--- config.mk ---
export PLATFORM = sky130hd
export DESIGN_NAME = ntt_tile_scheduler
export DESIGN_NICKNAME = d
export VERILOG_FILES = /design/src/rtl/ntt_tile_scheduler.sv
export SDC_FILE = /design/constraint.sdc
export NUM_CORES = 1
export LEC_CHECK = 0
export ABC_CLOCK_PERIOD_IN_PS = 2000
export BUFFER_PORTS_ARGS = -buffer_cell sky130_fd_sc_hd__buf_2
export CORE_ASPECT_RATIO = 1.5
export CORE_MARGIN = 2
export CORE_UTILIZATION = 47
export CTS_CLUSTER_SIZE = 30
export DETAILED_ROUTE_END_ITERATION = 8
export PLACE_DENSITY = 0.86
export SLEW_MARGIN = 20
export SYNTH_ARGS = -nofsm -noshare
export SYNTH_HDL_FRONTEND = slang
export SYNTH_SLANG_ARGS = --single-unit
--- constraint.sdc ---
create_clock -name clk -period 2 [get_ports clk]
set_clock_uncertainty 0.1 [all_clocks]
set_input_delay 0.1 -clock clk [delete_from_list [all_inputs] [get_ports clk]]
set_output_delay 0.1 -clock clk [all_outputs]
set_load 0.01 [all_outputs]
--- src/rtl/ntt_tile_scheduler.sv ---
// ntt_tile_scheduler: sequences the two matrix-multiply passes of a 2D NTT (N = N1*N2)
// over a tiled systolic engine. It issues one tile command at a time over a valid/ready
// handshake, waits for that tile's completion pulse, and pulses done after the last
// pass-two tile.
//
// Ports:
//   clk, srstn            clock and synchronous active-low reset
//   start                 begin a two-pass job (sampled in IDLE only)
//   busy, done            job in progress / one-cycle completion pulse
//   tile_valid/ready      command handshake toward the tile engine
//   tile_pass/row/col/k   command fields; tile_last marks the final tile of a pass
//   tile_done             engine pulse: the issued tile finished and was written back
//   err                   sticky protocol-violation flag (tile_done outside WAIT)
//   cycle_cnt             busy-cycle counter, present only when NTT_SCHED_PERF_EN is defined
//
// Optional feature macro: NTT_SCHED_PERF_EN

module ntt_tile_scheduler #(
    parameter int unsigned N1            = 16,
    parameter int unsigned N2            = 16,
    parameter int unsigned ARRAY_ROWS    = 4,
    parameter int unsigned ARRAY_COLUMNS = 4,
    parameter int unsigned IDX_W         = 16
) (
    input  logic             clk,
    input  logic             srstn,
    input  logic             start,
    output logic             busy,
    output logic             done,
    output logic             tile_valid,
    input  logic             tile_ready,
    output logic             tile_pass,
    output logic [IDX_W-1:0] tile_row,
    output logic [IDX_W-1:0] tile_col,
    output logic [11:0]      tile_k,
    output logic             tile_last,
    input  logic             tile_done,
`ifdef NTT_SCHED_PERF_EN
    output logic [31:0]      cycle_cnt,
`endif
    output logic             err
);

    typedef enum logic [1:0] {StIdle, StIssue, StWait, StDone} state_e;

    state_e           state_q, state_d;
    logic             busy_q, busy_d;
    logic             done_q, done_d;
    logic             valid_q, valid_d;
    logic             pass_q, pass_d;
    logic [IDX_W-1:0] row_q, row_d;
    logic [IDX_W-1:0] col_q, col_d;
    logic [11:0]      k_q, k_d;
    logic             err_q, err_d;
`ifdef NTT_SCHED_PERF_EN
    logic [31:0]      cnt_q, cnt_d;
`endif

    logic [IDX_W-1:0] last_row, last_col;
    logic             at_last;

    // Pass one walks an (N1/R) x (N2/C) grid, pass two the transposed (N2/R) x (N1/C) grid.
    assign last_row = pass_q ? IDX_W'(N2 / ARRAY_ROWS - 1)    : IDX_W'(N1 / ARRAY_ROWS - 1);
    assign last_col = pass_q ? IDX_W'(N1 / ARRAY_COLUMNS - 1) : IDX_W'(N2 / ARRAY_COLUMNS - 1);
    assign at_last  = (row_q == last_row) && (col_q == last_col);

    always_comb begin
        state_d = state_q;
        busy_d  = busy_q;
        done_d  = 1'b0;
        valid_d = valid_q;
        pass_d  = pass_q;
        row_d   = row_q;
        col_d   = col_q;
        k_d     = k_q;
        err_d   = err_q;
`ifdef NTT_SCHED_PERF_EN
        cnt_d   = busy_q ? cnt_q + 32'd1 : cnt_q;
`endif

        // A completion pulse is only legal while a tile is outstanding; otherwise it is
        // flagged and otherwise ignored (this includes the accept cycle itself).
        if (tile_done && (state_q != StWait)) begin
            err_d = 1'b1;
        end

        unique case (state_q)
            StIdle: begin
                if (start) begin
                    state_d = StIssue;
                    busy_d  = 1'b1;
                    valid_d = 1'b1;
                    pass_d  = 1'b0;
                    row_d   = '0;
                    col_d   = '0;
                    k_d     = 12'(N1);
`ifdef NTT_SCHED_PERF_EN
                    cnt_d   = '0;
`endif
                end
            end
            StIssue: begin
                if (tile_ready) begin
                    state_d = StWait;
                    valid_d = 1'b0;
                end
            end
            StWait: begin
                if (tile_done) begin
                    if (!at_last) begin
                        if (col_q == last_col) begin
                            col_d = '0;
                            row_d = row_q + IDX_W'(1);
                        end else begin
                            col_d = col_q + IDX_W'(1);
                        end
                        state_d = StIssue;
                        valid_d = 1'b1;
                    end else if (!pass_q) begin
                        // Switch straight into pass two without an idle cycle.
                        pass_d  = 1'b1;
                        row_d   = '0;
                        col_d   = '0;
                        k_d     = 12'(N2);
                        state_d = StIssue;
                        valid_d = 1'b1;
                    end else begin
                        state_d = StDone;
                        busy_d  = 1'b0;
                        done_d  = 1'b1;
                    end
                end
            end
            StDone: begin
                state_d = StIdle;
            end
            default: begin
                state_d = StIdle;
            end
        endcase
    end

    always_ff @(posedge clk) begin
        if (!srstn) begin
            state_q <= StIdle;
            busy_q  <= 1'b0;
            done_q  <= 1'b0;
            valid_q <= 1'b0;
            pass_q  <= 1'b0;
            row_q   <= '0;
            col_q   <= '0;
            k_q     <= '0;
            err_q   <= 1'b0;
`ifdef NTT_SCHED_PERF_EN
            cnt_q   <= '0;
`endif
        end else begin
            state_q <= state_d;
            busy_q  <= busy_d;
            done_q  <= done_d;
            valid_q <= valid_d;
            pass_q  <= pass_d;
            row_q   <= row_d;
            col_q   <= col_d;
            k_q     <= k_d;
            err_q   <= err_d;
`ifdef NTT_SCHED_PERF_EN
            cnt_q   <= cnt_d;
`endif
        end
    end

    assign busy       = busy_q;
    assign done       = done_q;
    assign tile_valid = valid_q;
    assign tile_pass  = pass_q;
    assign tile_row   = row_q;
    assign tile_col   = col_q;
    assign tile_k     = k_q;
    assign tile_last  = at_last;
    assign err        = err_q;
`ifdef NTT_SCHED_PERF_EN
    assign cycle_cnt  = cnt_q;
`endif

endmodule

==> metrics.txt, run 1 <==
Power Internal 1.11 mW; Final Util 68.4%; vias in the first global route 2104; layout cell share with drive strength beyond 1 40.8%; gr ovfl total 0; Setup crit end kind register; Max Cap Violations 0; DR pass1 iterations 4; Max-slew headroom 68.3%; Rows 29; Clk pin slew, worst setup/hold paths 0.08 ns; DRC Markers 0; Avg Synthesized Cell Area 8.59 sq um; CTS tree done; CTS Hold Bufs 0; Post-synth ARST share 0%; setup TNS -0.0457 ns; clk sinks 40; Setup violations, final 3; routability-driven placement congestion ratio 0.839; initial cell density of the core 48.7%; area of the mapped netlist 2070 sq um; Vias 2258; CP Max Fanout 6; Fin. Hold Viols 0; maximum vdd drop 0.465 mV; CP required 2.12 ns; gr usage total 24.3%; antenna-violating nets left 0; Sequential Power Share 55.1%; # port buffers 43; top_reg_cell synth dfxtp_1; drt via density 5.96; YS warnings 0; period utilisation layout 102%; Routed wire per std cell 16.3 um; Starting DRT DRC Count 98; Final WS setup -0.0371 ns; Setup CP Type register to register; Synth Instances 241; initial antenna violation count 0; Final nets 340; non-filler cells, final 379; P_leak 1.18 nW; Root Buffer Master clkbuf_8; Placed Cells 366; sequential fraction of the synthesis area 38.7%; H-tree level count 2; status complete, but fails checks; I/O pin total 55; Die X 58.2 um; min cycle time layout 2.04 ns; Comb power frac 10.2%; worst-skew pair later-pin latency 0.30 ns; EDFF count, synth 0; internal reg-to-reg setup slack -0.04 ns; worst hold path type input pin to register; switch share 25.7%; Worst EP arrival 2.16 ns; worst slew pin tran 0.462 ns; P&R area growth vs syn 40.3%; Die Area 4960 sq um; number of inserted diodes 0; clock share of power 34.7%; Max Slew Vio Count 0; number of synthesized register bits 40; clock buffer count from CTS 5; Core ar. 4250 sq um; Pwr per Cell Area 513 nW/um^2; Distinct cells, synth 54; die height 85.3 um; largest net degree at the start of global routing 20; Post-DP HPWL 4140 um; Clock Path Buffers 2; violated checks setup timing; net switching power 0.383 mW; WL final 6190 um; Critical Path Source Type register; RSZ-0062 raised after global routing yes; Fmax 491 MHz; first-pass GRT wire length 9450 um
## registers in the layout (all words and copies together) (netlist names)
register,flops
done,1
err,1
tile_col,16
tile_k,1
tile_row,16
tile_valid,1
busy,1
tile_pass,1
state_q,2
## power by group through the flow
| stage | logic (mW) | registers (mW) | clock network, mW |
|---|---|---|---|
| floorplan | 0.0995 | 0.839 | 0 |
| global placement | 0.135 | 0.837 | 0 |
| detailed placement | 0.138 | 0.838 | 0 |
| CTS | 0.144 | 0.819 | 0.513 |
| global route | 0.166 | 0.821 | 0.537 |
| finish | 0.152 | 0.820 | 0.517 |
## per-stage QoR
step	hold slack (ns)	total power, mW	setup slack (ns)	instance area (sq um)
global placement	0.298	0.972	-0.00140	2610
global route	0.0231	1.52	-0.165	2900
finish	0.00180	1.49	-0.0371	2900
CTS	0.00315	1.48	-0.0110	2770
floorplan	0.133	0.938	0.00687	2120
detailed placement	0.316	0.976	-0.0922	2610
## placed cells by master, fill, tap and decap left out, types with 3 or more instances in the layout
cell type / synthesis / layout
nor3b_1: 4 / 4
dfxtp_2: 0 / 5
nor4b_4: 0 / 3
nor2_1: 21 / 20
buf_6: 0 / 4
buf_2: 6 / 43
o21ai_0: 12 / 12
nor3_1: 7 / 5
nand2_1: 16 / 16
nand3_1: 8 / 8
o31ai_1: 5 / 4
buf_4: 11 / 48
xnor2_1: 4 / 4
dfxtp_1: 40 / 35
a21oi_2: 0 / 3
nor4_2: 2 / 3
clkbuf_8: 0 / 5
inv_1: 5 / 5
xor2_1: 9 / 9
a21oi_1: 14 / 11
or3_1: 8 / 7
mux2i_1: 4 / 4
nand4_1: 14 / 14
conb_1: 1 / 11
## cells in the mapped netlist (3+ instances only)
library cell	number	area [sq um]
mux2i_1	4	40.0
o21ai_0	12	60.1
nor3_1	7	35.0
buf_2	6	30.0
xnor2_1	4	35.0
nor2_1	21	78.8
xor2_1	9	78.8
nand2_1	16	60.1
buf_4	11	82.6
nand3_1	8	40.0
dfxtp_1	40	801
nor3b_1	4	30.0
a21oi_1	14	70.1
or4_1	3	22.5
nand4_1	14	87.6
or3_1	8	50.1
o31ai_1	5	37.5
nor4_1	5	31.3
inv_1	5	18.8
## logic make-up after synthesis
| logic type | share of synthesized area, % |
|---|---|
| AOI/OAI and AO/OA | 15.4 |
| xor gates and xnor gates | 5.50 |
| adders and majority gates | 1.21 |
| buffers and inverters | 6.89 |
| DFF | 38.7 |
| muxes | 2.48 |
| other | 0.181 |
| and+or+nand+nor | 29.7 |
## worst max-delay path, cell delays in order (launching register included)
cell and delay, ns:
dfxtp_1 0.34, nor4_4 0.32, buf_4 0.16, nand4_2 0.17, buf_6 0.20, or4b_1 0.51, mux2i_1 0.16
## routing by layer
metal	up-vias	global-route usage (%)	part of all wire [%]	routed length (um)
li1	1049	-	-	-
met1	1074	27.3	39	2390
met2	116	43.2	54	3310
met3	19	3.81	5.1	316
met4	0	12.1	2.7	169
met5	-	0	0	0
## timing repair
action / CTS / global route
pin swaps: 11 / 11
buffers inserted: 3 / 3
gates cloned: 0 / 0
gates resized for setup: 11 / 24
setup endpoints to repair: 19 / 37
## worst paths after layout
check | to | from | depth (start not counted)
hold reg to reg | tile_k[4]$_SDFFE_PN0P_ | tile_k[4]$_SDFFE_PN0P_ | 1
hold / removal | state_q[1]$_SDFFE_PN0P_ | tile_ready | 3
setup reg to reg | tile_row[14]$_SDFFE_PN0P_ | tile_col[14]$_SDFFE_PN0P_ | 6
setup / recovery | tile_row[14]$_SDFFE_PN0P_ | tile_col[14]$_SDFFE_PN0P_ | 6
## layout make-up
class	instances	area, sq um
clock buffers	6	72.6
clock inverters	1	5.00
fillers	314	1340
inverters	5	18.8
multi-input cells	186	1320
flip-flops and latches	40	807
well taps	46	57.6
repair buffers	95	621
Note: power is estimated with default switching activity, not from simulation.
==> run 2: changes to the inputs <==
--- a/config.mk
+++ b/config.mk
@@ -13,6 +13,7 @@
 export CTS_CLUSTER_SIZE = 30
 export DETAILED_ROUTE_END_ITERATION = 8
 export PLACE_DENSITY = 0.86
+export REMOVE_ABC_BUFFERS = 1
 export SLEW_MARGIN = 20
 export SYNTH_ARGS = -nofsm -noshare
 export SYNTH_HDL_FRONTEND = slang
==> run 2 against run 1 <==
Net effect: the flow still finishes with violations (setup timing); wire length increased by 14%; maximum frequency decreased by 2.6%; clock-buffer cell count increased by 2; largest cell class unchanged; utilization increased by 5.9 points; total power increased by 6.7%; sequential cell count unchanged; cell count increased by 3.7%; sequential share of layout area decreased by 2.0 points; combinational power increased by 32%; highest routed layer unchanged; register-to-register slack got worse by 0.05 ns; global-route usage increased by 0.26 points; sequential power about the same.
==> metrics.txt, run 2 (synthesis gave the netlist of run 1 again) <==
Power Internal 1.17 mW; worst r2r path cells 7; Critical Path Source Type register; CTS tree done; Comb power frac 12.7%; layout cell share with drive strength beyond 1 49.9%; gr usage total 24.6%; initial antenna violation count 0; initial cell density of the core 48.7%; clock share of power 35.6%; net switching power 0.414 mW; Fin. Hold Viols 0; Routed wire per std cell 18.0 um; # port buffers 43; Worst EP arrival 2.18 ns; Die X 58.2 um; worst hold path type input pin to register; CP required 2.09 ns; Sequential Power Share 51.8%; switch share 26.1%; Final WS setup -0.0910 ns; worst-skew pair later-pin latency 0.30 ns; final instance area 3160 sq um; total power 1.59 mW; CP delay by family, top compound AO/OA/AOI/OAI gates; area of the multi-input gates 1430 sq um; Core ar. 4250 sq um; Rows 29; Setup violations, final 19; maximum vdd drop 0.539 mV; routability-driven placement congestion ratio 0.887; DR pass1 iterations 4; Pwr per Cell Area 503 nW/um^2; vias in the first global route 2069; RSZ-0062 raised after global routing yes; first-pass GRT wire length 9420 um; Clk pin slew, worst setup/hold paths 0.07 ns; clock buffer count from CTS 5; CP Max Fanout 6; worst slew pin tran 0.757 ns; Min-Delay Path Depth 3; P&R area growth vs syn 52.5%; post-placement cell area 2670 sq um; slowest CP cell nor4_4; CP Depth 7; WL final 7070 um; period utilisation layout 105%; CTS Hold Bufs 0; Max-slew headroom 49.1%; antenna-violating nets left 0; H-tree level count 2; Fmax 478 MHz; status complete, but fails checks; Post-DP HPWL 4400 um; min cycle time layout 2.09 ns; drt via density 6.06; violated checks setup timing; I/O pin total 55; Seq. cell area 813 sq um; Setup CP Type register to register; commonest non-fill, non-tap cell in the layout buf_4; number of inserted diodes 0; P_leak 1.27 nW; Vias 2383; crit path cell chain nor4_4 -> buf_4 -> nand4_4 -> o31a_1 -> o21ai_2 -> buf_6 -> a21oi_1; worst path bufs/invs 2; Max Cap Violations 0; gr ovfl total 0; Setup crit end kind register; largest net degree at the start of global routing 20; Die Area 4960 sq um; Final nets 353; Max Slew Vio Count 0; clk sinks 40; Root Buffer Master clkbuf_8; slowest stage delay, CP 0.41 ns; Layout fillers 302; Starting DRT DRC Count 183; die height 85.3 um; Worst Hold Margin 0.00714 ns; commonest cells after routing, fill and taps aside buf_4 (57), buf_2 (44), dfxtp_1 (30), nand2_1 (15), nand4_1 (14); DRC Markers 0; Clock Path Buffers 2
==> run 2: routing by layer <==
metal	vias to the layer above	part of all wire (%)	track usage, %
met3	34	4.6	5.34
li1	1082	-	-
met4	0	5.6	11.8
met1	1150	36	26.0
met5	-	0	0
met2	117	53	44.5
==> run 2: per-stage QoR <==
step	setup TNS, ns	util (%)	setup slack (ns)	instances
6_report	-1.04	74.3	-0.0910	393
3_5_place_dp	-0.565	63.0	-0.0626	374
2_1_floorplan	-2.32	-	-0.210	231
3_3_place_gp	0	63.0	0.00350	374
4_1_cts	0	66.2	0.000217	384
5_1_grt	-2.69	74.3	-0.169	393
==> run 2: cell type report <==
cell class              instances  share of cell area [%]
multi-input cells             186                    45.2
flip-flops and latches         40                    25.8
repair buffers                108                    23.8
clock buffers                   8                    2.85
well taps                      46                    1.82
inverters                       5                   0.595
==> run 2: repair_timing <==
action | CTS | global route
setup buffers | 2 | 6
pin swaps | 2 | 21
hold endpoints to repair | 0 | 0
endpoints found under the setup margin | 20 | 36
resized for setup | 7 | 68
gates cloned | 0 | 3
==> run 2: power by group through the flow <==
stage	Clock, mW	Combinational, mW	Sequential, mW
floorplan	0	0.0684	0.843
CTS	0.568	0.150	0.821
global placement	0	0.144	0.838
finish	0.565	0.201	0.822
global route	0.597	0.213	0.823
detailed placement	0	0.147	0.839
==> run 2: worst min-delay path, delay by kind of cell <==
family / cells / cell delay [ns]
buffers and inverters: 1 / 0.12
AND/OR/NAND/NOR: 1 / 0.07
AO/OA/AOI/OAI: 1 / 0.07
==> run 2: worst paths after layout <==
path	startpoint	end	slack, ns
setup / recovery	tile_col[12]$_SDFFE_PN0P_	tile_row[10]$_SDFFE_PN0P_	-0.09
hold reg to reg	tile_k[4]$_SDFFE_PN0P_	tile_k[4]$_SDFFE_PN0P_	0.37
hold / removal	tile_ready	state_q[1]$_SDFFE_PN0P_	0.007
setup reg to reg	tile_col[12]$_SDFFE_PN0P_	tile_row[10]$_SDFFE_PN0P_	-0.09
==> run 3: changes to the inputs <==
--- a/config.mk
+++ b/config.mk
@@ -9,10 +9,10 @@
 export BUFFER_PORTS_ARGS = -buffer_cell sky130_fd_sc_hd__buf_2
 export CORE_ASPECT_RATIO = 1.5
 export CORE_MARGIN = 2
-export CORE_UTILIZATION = 47
+export CORE_UTILIZATION = 35
 export CTS_CLUSTER_SIZE = 30
 export DETAILED_ROUTE_END_ITERATION = 8
-export PLACE_DENSITY = 0.86
+export PLACE_DENSITY = 0.7
 export REMOVE_ABC_BUFFERS = 1
 export SLEW_MARGIN = 20
 export SYNTH_ARGS = -nofsm -noshare
==> run 3 against run 2 <==
Net effect: non-clock buffer count shrank 12; the run now ends clean; hold slack got worse by 0.00075 ns; clock power about the same.
==> metrics.txt, run 3 (synthesis gave the netlist of run 1 again) <==
status completed; worst path bufs/invs 0; RSZ-0062 raised after global routing yes; number of inserted diodes 0; Min-Delay Path Depth 3; DRC Markers 0; clk sinks 40; Vias 2192; slowest stage delay, CP 0.52 ns; Max-slew headroom 63.7%; maximum vdd drop 0.529 mV; Max Slew Vio Count 0; Fin. Hold Viols 0; largest net degree at the start of global routing 20; Post-DP HPWL 4260 um; CP delay by family, top simple AND/OR/NAND/NOR gates; period utilisation layout 99.7%; worst-skew pair later-pin latency 0.30 ns; Worst EP arrival 2.13 ns; WL final 5940 um; Setup violations, final 0; Root Buffer Master clkbuf_8; P_leak 1.21 nW; Clock Path Buffers 2; Layout fillers 535; CTS Hold Bufs 0; min cycle time layout 1.99 ns; Clk pin slew, worst setup/hold paths 0.08 ns; die height 98.2 um; CTS tree done; Die X 66.8 um; Setup crit end kind register; Core ar. 5740 sq um; Max Cap Violations 0; worst slew pin tran 0.533 ns; total power 1.54 mW; CP required 2.14 ns; Final nets 341; Final Util 52.3%; initial antenna violation count 0; Starting DRT DRC Count 140; Pwr per Cell Area 514 nW/um^2; DR pass1 iterations 4; CP Max Fanout 7; drt via density 5.39; vias in the first global route 2033; clock buffer count from CTS 5; Critical Path Source Type register; gr usage total 17.8%; H-tree level count 2; slowest CP cell or4_1; # port buffers 43; Rows 34; Die Area 6560 sq um; P&R area growth vs syn 45.0%; CP Depth 6; commonest cells after routing, fill and taps aside buf_4 (49), buf_2 (43), dfxtp_1 (30), nor2_1 (19), nand2_1 (16); first-pass GRT wire length 9220 um; I/O pin total 55; worst r2r path cells 6; gr ovfl total 0; commonest non-fill, non-tap cell in the layout buf_4; worst hold path type input pin to register; routability-driven placement congestion ratio 0.838; Fmax 501 MHz; crit path cell chain ha_4 -> nor4b_4 -> a41o_2 -> o211ai_4 -> or4_1 -> a21oi_1; Setup CP Type register to register; initial cell density of the core 36.0%; layout cell share with drive strength beyond 1 45.7%; antenna-violating nets left 0; Routed wire per std cell 14.6 um
==> run 3: area by class of cell <==
type | count | area (sq um) | area share, %
Multi-Input combinational cell | 186 | 1360 | 45.3
Clock buffer | 6 | 82.6 | 2.75
Inverter | 5 | 18.8 | 0.625
Sequential cell | 40 | 813 | 27.1
Clock inverter | 2 | 10.0 | 0.333
Tap cell | 72 | 90.1 | 3.00
Timing Repair Buffer | 96 | 628 | 20.9
==> run 3: worst reg2reg max path, cell delays in order (launching register included) <==
cell	delay (ns)
dfxtp_2	0.37
ha_4	0.15
nor4b_4	0.22
a41o_2	0.31
o211ai_4	0.13
or4_1	0.52
a21oi_1	0.14
==> run 3: what timing repair did <==
| item | in CTS | in global routing |
|---|---|---|
| endpoints found under the setup margin | 25 | 35 |
| setup buffers | 2 | 5 |
| resized for setup | 14 | 38 |
| pin swaps | 5 | 11 |
==> run 3: worst paths after layout <==
check	start	end	slack, ns
max	tile_col[1]$_SDFFE_PN0P_	tile_row[10]$_SDFFE_PN0P_	0.005
min reg2reg	tile_k[4]$_SDFFE_PN0P_	tile_k[4]$_SDFFE_PN0P_	0.37
min	tile_ready	state_q[1]$_SDFFE_PN0P_	0.006
max reg2reg	tile_col[1]$_SDFFE_PN0P_	tile_row[10]$_SDFFE_PN0P_	0.005
==> run 3: per-layer routing <==
layer  track usage (%)  part of all wire (%)  up-vias
li1                  -                     -     1057
met1              19.9                    39     1065
met2              31.8                    54       58
met3              3.80                   4.2       12
met4              7.38                   2.5        0
met5                 0                     0        -
==> run 3: power by group <==
group          internal [mW]  switching, mW
Combinational         0.0642         0.0966
Clock                  0.276          0.288
Sequential             0.808         0.0104
Total                   1.15          0.395
==> run 3: per-stage QoR <==
step | TNS, ns | hold slack, ns | setup WS (ns) | area, sq um | instances
2_1_floorplan | -2.32 | 0.117 | -0.210 | 1980 | 231
3_3_place_gp | -0.233 | 0.304 | -0.0461 | 2630 | 392
3_5_place_dp | -0.996 | 0.319 | -0.0977 | 2630 | 392
4_1_cts | 0 | 0.00619 | 0.000373 | 2810 | 402
5_1_grt | -0.462 | 0.0325 | -0.0654 | 3000 | 407
6_report | 0 | 0.00639 | 0.00541 | 3000 | 407
